===== config.mk =====
export PLATFORM = sky130hd
export DESIGN_NAME = onchip_mem_arbiter
export DESIGN_NICKNAME = d
export VERILOG_FILES = /design/src/rtl/hdmi_mem_pkg.sv /design/src/rtl/mem_rd_tag_pipe.sv /design/src/rtl/onchip_mem_arbiter.sv
export SDC_FILE = /design/constraint.sdc
export NUM_CORES = 2
export LEC_CHECK = 0
export BUFFER_PORTS_ARGS = -buffer_cell sky130_fd_sc_hd__buf_4
export CAP_MARGIN = 20
export CORE_AREA = 2 2 533 535
export CTS_CLUSTER_DIAMETER = 120
export DETAILED_ROUTE_END_ITERATION = 10
export DIE_AREA = 0 0 535 537
export PLACE_DENSITY_LB_ADDON = 0.12
export SLEW_MARGIN = 20
export SYNTH_ARGS = -nofsm -noshare
export SYNTH_HDL_FRONTEND = slang
export SYNTH_HIERARCHICAL = 1
export SYNTH_SLANG_ARGS = --single-unit

===== constraint.sdc =====
create_clock -name clk -period 96 [get_ports clk]
set_input_delay 28.8 -clock clk [delete_from_list [all_inputs] [get_ports clk]]
set_output_delay 28.8 -clock clk [all_outputs]
set_load 0.005 [all_outputs]

===== src/rtl/hdmi_mem_pkg.sv =====
// rtl/hdmi_mem_pkg.sv - shared widths and port tag type for the on-chip pattern memory
package hdmi_mem_pkg;

    localparam int MEM_AW  = 11;
    localparam int MEM_DW  = 256;
    localparam int MEM_BEW = MEM_DW / 8;

    typedef enum logic {
        PORT_A = 1'b0,
        PORT_B = 1'b1
    } port_e;

    typedef struct packed {
        logic  valid;
        port_e port;
    } rd_tag_t;

endpackage


===== src/rtl/mem_rd_tag_pipe.sv =====
// rtl/mem_rd_tag_pipe.sv - {valid, port} delay line that follows each read through the RAM
module mem_rd_tag_pipe
    import hdmi_mem_pkg::*;
#(
    parameter int DEPTH = 2
) (
    input  logic clk,
    input  logic rst,
    input  logic in_valid,
    input  logic in_port,
    output logic out_valid,
    output logic out_port
);

    rd_tag_t stage [DEPTH];

    // Shift one tag per cycle; writes and idle cycles travel as invalid bubbles
    always_ff @(posedge clk or posedge rst) begin
        if (rst) begin
            for (int i = 0; i < DEPTH; i++) begin
                stage[i] <= '0;
            end
        end else begin
            stage[0] <= '{valid: in_valid, port: port_e'(in_port)};
            for (int i = 1; i < DEPTH; i++) begin
                stage[i] <= stage[i - 1];
            end
        end
    end

    assign out_valid = stage[DEPTH - 1].valid;
    assign out_port  = stage[DEPTH - 1].port;

endmodule


===== src/rtl/onchip_mem_arbiter.sv =====
// rtl/onchip_mem_arbiter.sv - fixed-priority A/B arbiter with starvation guard for the pattern RAM
module onchip_mem_arbiter
    import hdmi_mem_pkg::*;
#(
    parameter int READ_LATENCY = 1,
    parameter int MAX_A_RUN    = 16
) (
    input  logic                 clk,
    input  logic                 rst,

    input  logic                 a_req,
    input  logic [MEM_AW-1:0]    a_addr,
    output logic                 a_ready,
    output logic                 a_rvalid,
    output logic [MEM_DW-1:0]    a_rdata,

    input  logic                 b_req,
    input  logic                 b_we,
    input  logic [MEM_AW-1:0]    b_addr,
    input  logic [MEM_BEW-1:0]   b_be,
    input  logic [MEM_DW-1:0]    b_wdata,
    output logic                 b_ready,
    output logic                 b_rvalid,
    output logic [MEM_DW-1:0]    b_rdata,

    output logic                 onchip_mem_chip_select,
    output logic                 onchip_mem_chip_read,
    output logic                 onchip_mem_write,
    output logic [MEM_AW-1:0]    onchip_mem_addr,
    output logic [MEM_BEW-1:0]   onchip_mem_byte_enable,
    output logic [MEM_DW-1:0]    onchip_mem_write_data,
    input  logic [MEM_DW-1:0]    onchip_mem_readd_data
);

    localparam logic [7:0] RUN_LIMIT = 8'(MAX_A_RUN);

    logic [7:0] a_run;
    logic       grant_a;
    logic       grant_b;
    logic       issue_read;
    logic       issue_port;
    logic       ret_valid;
    logic       ret_port;

    // Grant: A wins ties unless it has already used its run while B waited
    always_comb begin
        grant_a = 1'b0;
        grant_b = 1'b0;
        if (!rst) begin
            if (a_req && b_req) begin
                if (a_run == RUN_LIMIT) begin
                    grant_b = 1'b1;
                end else begin
                    grant_a = 1'b1;
                end
            end else begin
                grant_a = a_req;
                grant_b = b_req;
            end
        end
    end

    assign a_ready    = grant_a;
    assign b_ready    = grant_b;
    assign issue_read = grant_a | (grant_b & ~b_we);
    assign issue_port = grant_b ? PORT_B : PORT_A;

    // Count A grants that B had to watch; any B grant or B going quiet starts over
    always_ff @(posedge clk or posedge rst) begin
        if (rst) begin
            a_run <= 8'd0;
        end else if (!b_req || grant_b) begin
            a_run <= 8'd0;
        end else if (grant_a && (a_run != RUN_LIMIT)) begin
            a_run <= a_run + 8'd1;
        end
    end

    // Register the winning command onto the memory bus; address/data hold when idle
    always_ff @(posedge clk or posedge rst) begin
        if (rst) begin
            onchip_mem_chip_select <= 1'b0;
            onchip_mem_chip_read   <= 1'b0;
            onchip_mem_write       <= 1'b0;
            onchip_mem_addr        <= '0;
            onchip_mem_byte_enable <= '0;
            onchip_mem_write_data  <= '0;
        end else begin
            onchip_mem_chip_select <= grant_a | grant_b;
            onchip_mem_chip_read   <= issue_read;
            onchip_mem_write       <= grant_b & b_we;
            if (grant_a) begin
                onchip_mem_addr        <= a_addr;
                onchip_mem_byte_enable <= '1;
            end else if (grant_b) begin
                onchip_mem_addr        <= b_addr;
                onchip_mem_byte_enable <= b_be;
                onchip_mem_write_data  <= b_wdata;
            end
        end
    end

    // One extra stage covers the bus register in front of the RAM latency
    mem_rd_tag_pipe #(
        .DEPTH (READ_LATENCY + 1)
    ) u_tag_pipe (
        .clk       (clk),
        .rst       (rst),
        .in_valid  (issue_read),
        .in_port   (issue_port),
        .out_valid (ret_valid),
        .out_port  (ret_port)
    );

    // Capture returning RAM data into the port that issued the read
    always_ff @(posedge clk or posedge rst) begin
        if (rst) begin
            a_rvalid <= 1'b0;
            b_rvalid <= 1'b0;
            a_rdata  <= '0;
            b_rdata  <= '0;
        end else begin
            a_rvalid <= ret_valid && (ret_port == PORT_A);
            b_rvalid <= ret_valid && (ret_port == PORT_B);
            if (ret_valid && (ret_port == PORT_A)) begin
                a_rdata <= onchip_mem_readd_data;
            end
            if (ret_valid && (ret_port == PORT_B)) begin
                b_rdata <= onchip_mem_readd_data;
            end
        end
    end

endmodule


==> flow_summary.ini <==
[critical_path]
required_ns = 67.20
crit_path_end = b_ready
reg2reg_slack_ns = 90.97
rr_startpoint = a_run[0]
path_class = in2out
cp_max_fo = 112
startpoint_type = input port
end_kind = primary output
r2r_cells = 11
crit_start = b_req
r2r-end = onchip_mem_write_data[138]
arrival_ns = 30.68

[clock_tree]
path_clk_slew_ns = 0.06
cts_hold_buf = 0
cts_tree = done
cts_resized = 0
clock_path_buffers = 4
root_buffer = clkbuf_16
clock-sinks = 828
numCtsBuffers = 117
htreeDepth = 3
postCtsSetupRepairBufs = 0
clkLatencyLatePin_ns = 0.82

[die]
initial_utilization_pct = 10.9
design.core.area_um2 = 281000
num_rows = 195
fp.dieArea_um2 = 287000
ios = 1389
fp.dieW_um = 535
die_y_um = 537

[sta]
worst_pin_slew_ns = 0.999
tns_ns = 0
fin_crit_sh_pct = 62.0
finalSetupViolCount = 0
relSlewSlack_pct = 33.4
slew_violations = 0
grt_setup_unrepaired = no
fmax_mhz = 16.8
min_period_ns = 59.48
clock_skew_ns = 0.0448
whs_ns = 0.353
hold_viol = 0

[final_layout]
fin_util_pct = 17.5
stdcell_area_um2 = 49300
stdcell_count = 7103
area_growth_pct = 60.3
drive_gt1_share_pct = 65.1
fin_nets = 3821

[detailed_routing]
route.vias.total = 21485
drt-initial-drc-count = 651
first_pass_iters = 4
drt.antenna.violating_nets = 0
drc = 0
routed_wl_um = 170000
via_per_inst = 3.02
route.detailed.wl_per_inst_um = 24.0

[synthesis]
synth-seq-area-share_pct = 67.3
synth_area_um2 = 30800
ys_ff_latch = 828
syn-instance-count = 1808
syn_area_per_cell_um2 = 17.0
synth_warnings = 6
async_flop_share_pct = 100
synthDistinctLibCells = 37
synth_edf_count = 0
ys.flop_type = dfrtp_1
synth_nets = 2381

[pwr]
power_leakage_uw = 0.0217
power_density_nw_per_um2 = 23.2
vdd_drop_max_v = 0.0000140

[global_route]
grtUsageTotal_pct = 11.4
grt_pass1_vias = 23506
antenna_found_initial = 95
grt_max_degree = 138
grt_overflow_total = 0
grt_pass1_wl_um = 223000

[placed_design]
dp_cells = 6872
port_buffers = 1388
routabilityCongestion = 0.752
place_area_um2 = 45600
hpwl_um = 136000

[status]
status = completed

[hold_path]
hold_class = reg2reg

[job]
cap_viol_max_count = 0
==> area by class of cell <==
class / count / area, µm²
fill: 31022 / 232000
sequential: 828 / 20700
tap: 3743 / 4680
multi-input combinational: 877 / 9450
timing repair buffer: 1417 / 10700
antenna: 29 / 72.6
clock inverter: 21 / 196
clock buffer: 181 / 3510
inverter: 7 / 51.3
==> worst max-delay path: stages <==
cell,delay (ns)
buf_4,0.15
inv_1,0.14
a211o_1,0.16
buf_4,0.44
clkinv_8,0.58
buf_4,0.36
==> synthesized netlist by cell type (2+ instances only) <==
library cell  number  area share (%)
dfrtp_1          828              67
a21oi_1           12            0.20
o22a_1            32            0.91
buf_6             10            0.37
clkbuf_1          60            0.73
ha_1               2           0.081
buf_4              6            0.15
buf_12             2            0.13
buf_1              6           0.073
a31oi_1            2           0.041
buf_2              2           0.033
mux2_2           572              21
mux2i_1           11            0.36
nor2_1            18            0.22
mux2_1           196             7.2
inv_1              5           0.061
nand2_1            7           0.085
xnor2_1            2           0.057
nand3_1            2           0.033
a22o_1             4            0.11
buf_8             10            0.49
nor3_1             3           0.049
nand2b_1           2           0.041
==> through the flow <==
step | setup WS [ns] | power, µW
after floorplan | 37.31 | 534
after global placement | 36.34 | 733
after detailed placement | 36.41 | 734
after CTS | 36.40 | 1180
after global routing | 36.32 | 1210
final | 36.52 | 1140
==> registers in the layout, indices dropped and copies added (netlist names) <==
signal	flops
a_rdata	256
a_run	8
a_rvalid	1
b_rdata	256
b_rvalid	1
onchip_mem_addr	11
onchip_mem_byte_enable	32
onchip_mem_chip_read	1
onchip_mem_chip_select	1
onchip_mem_write	1
onchip_mem_write_data	256
u_tag_pipe/out_port	1
u_tag_pipe/out_valid	1
u_tag_pipe/stage	2
==> cells by family (layout without fill, tap and decap cells) <==
logic type / Yosys count / in the layout / share of synthesized area, %
compound gates: 56 / 56 / 1.41
xor+xnor: 3 / 3 / 0.0854
fa+ha+maj: 2 / 2 / 0.0813
buf+inv: 103 / 1626 / 2.07
flops: 828 / 828 / 67.3
mux: 779 / 779 / 28.5
other cells: 0 / 29 / 0
simple gates: 37 / 37 / 0.589
==> layout by cell type, fill, tap and decap left out, drive strengths merged, types with 4 or more instances in the layout <==
cell,n
buf,1417
dfrtp,828
mux2,768
clkbuf,181
o22a,32
diode,29
nor2,18
clkinv,14
a21oi,12
mux2i,11
inv,9
nand2,7
a22o,4
==> how the worst min path moves through the flow <==
stage	startpoint	to	slack, ns	depth (start not counted)
2_1_floorplan	u_tag_pipe/stage[2]	u_tag_pipe/out_port	0.33	0
3_3_place_gp	u_tag_pipe/stage[2]	u_tag_pipe/out_port	0.33	0
3_5_place_dp	u_tag_pipe/stage[3]	u_tag_pipe/out_valid	0.34	0
4_1_cts	u_tag_pipe/stage[3]	u_tag_pipe/out_valid	0.34	0
5_1_grt	u_tag_pipe/stage[3]	u_tag_pipe/out_valid	0.35	0
6_report	u_tag_pipe/stage[3]	u_tag_pipe/out_valid	0.35	0
==> routing by layer <==
| layer | global-route usage, % | wire (µm) |
|---|---|---|
| met5 | 0 | 492 |
| met4 | 3.37 | 4630 |
| met3 | 6.41 | 22200 |
| met2 | 19.8 | 84100 |
| met1 | 11.6 | 58900 |
==> where the power goes <==
| group | total [µW] | switching (µW) | internal (µW) |
|---|---|---|---|
| clock network | 430 | 173 | 256 |
| registers | 456 | 37.6 | 418 |
| logic | 258 | 111 | 147 |
(Power assumes the default switching activity.)
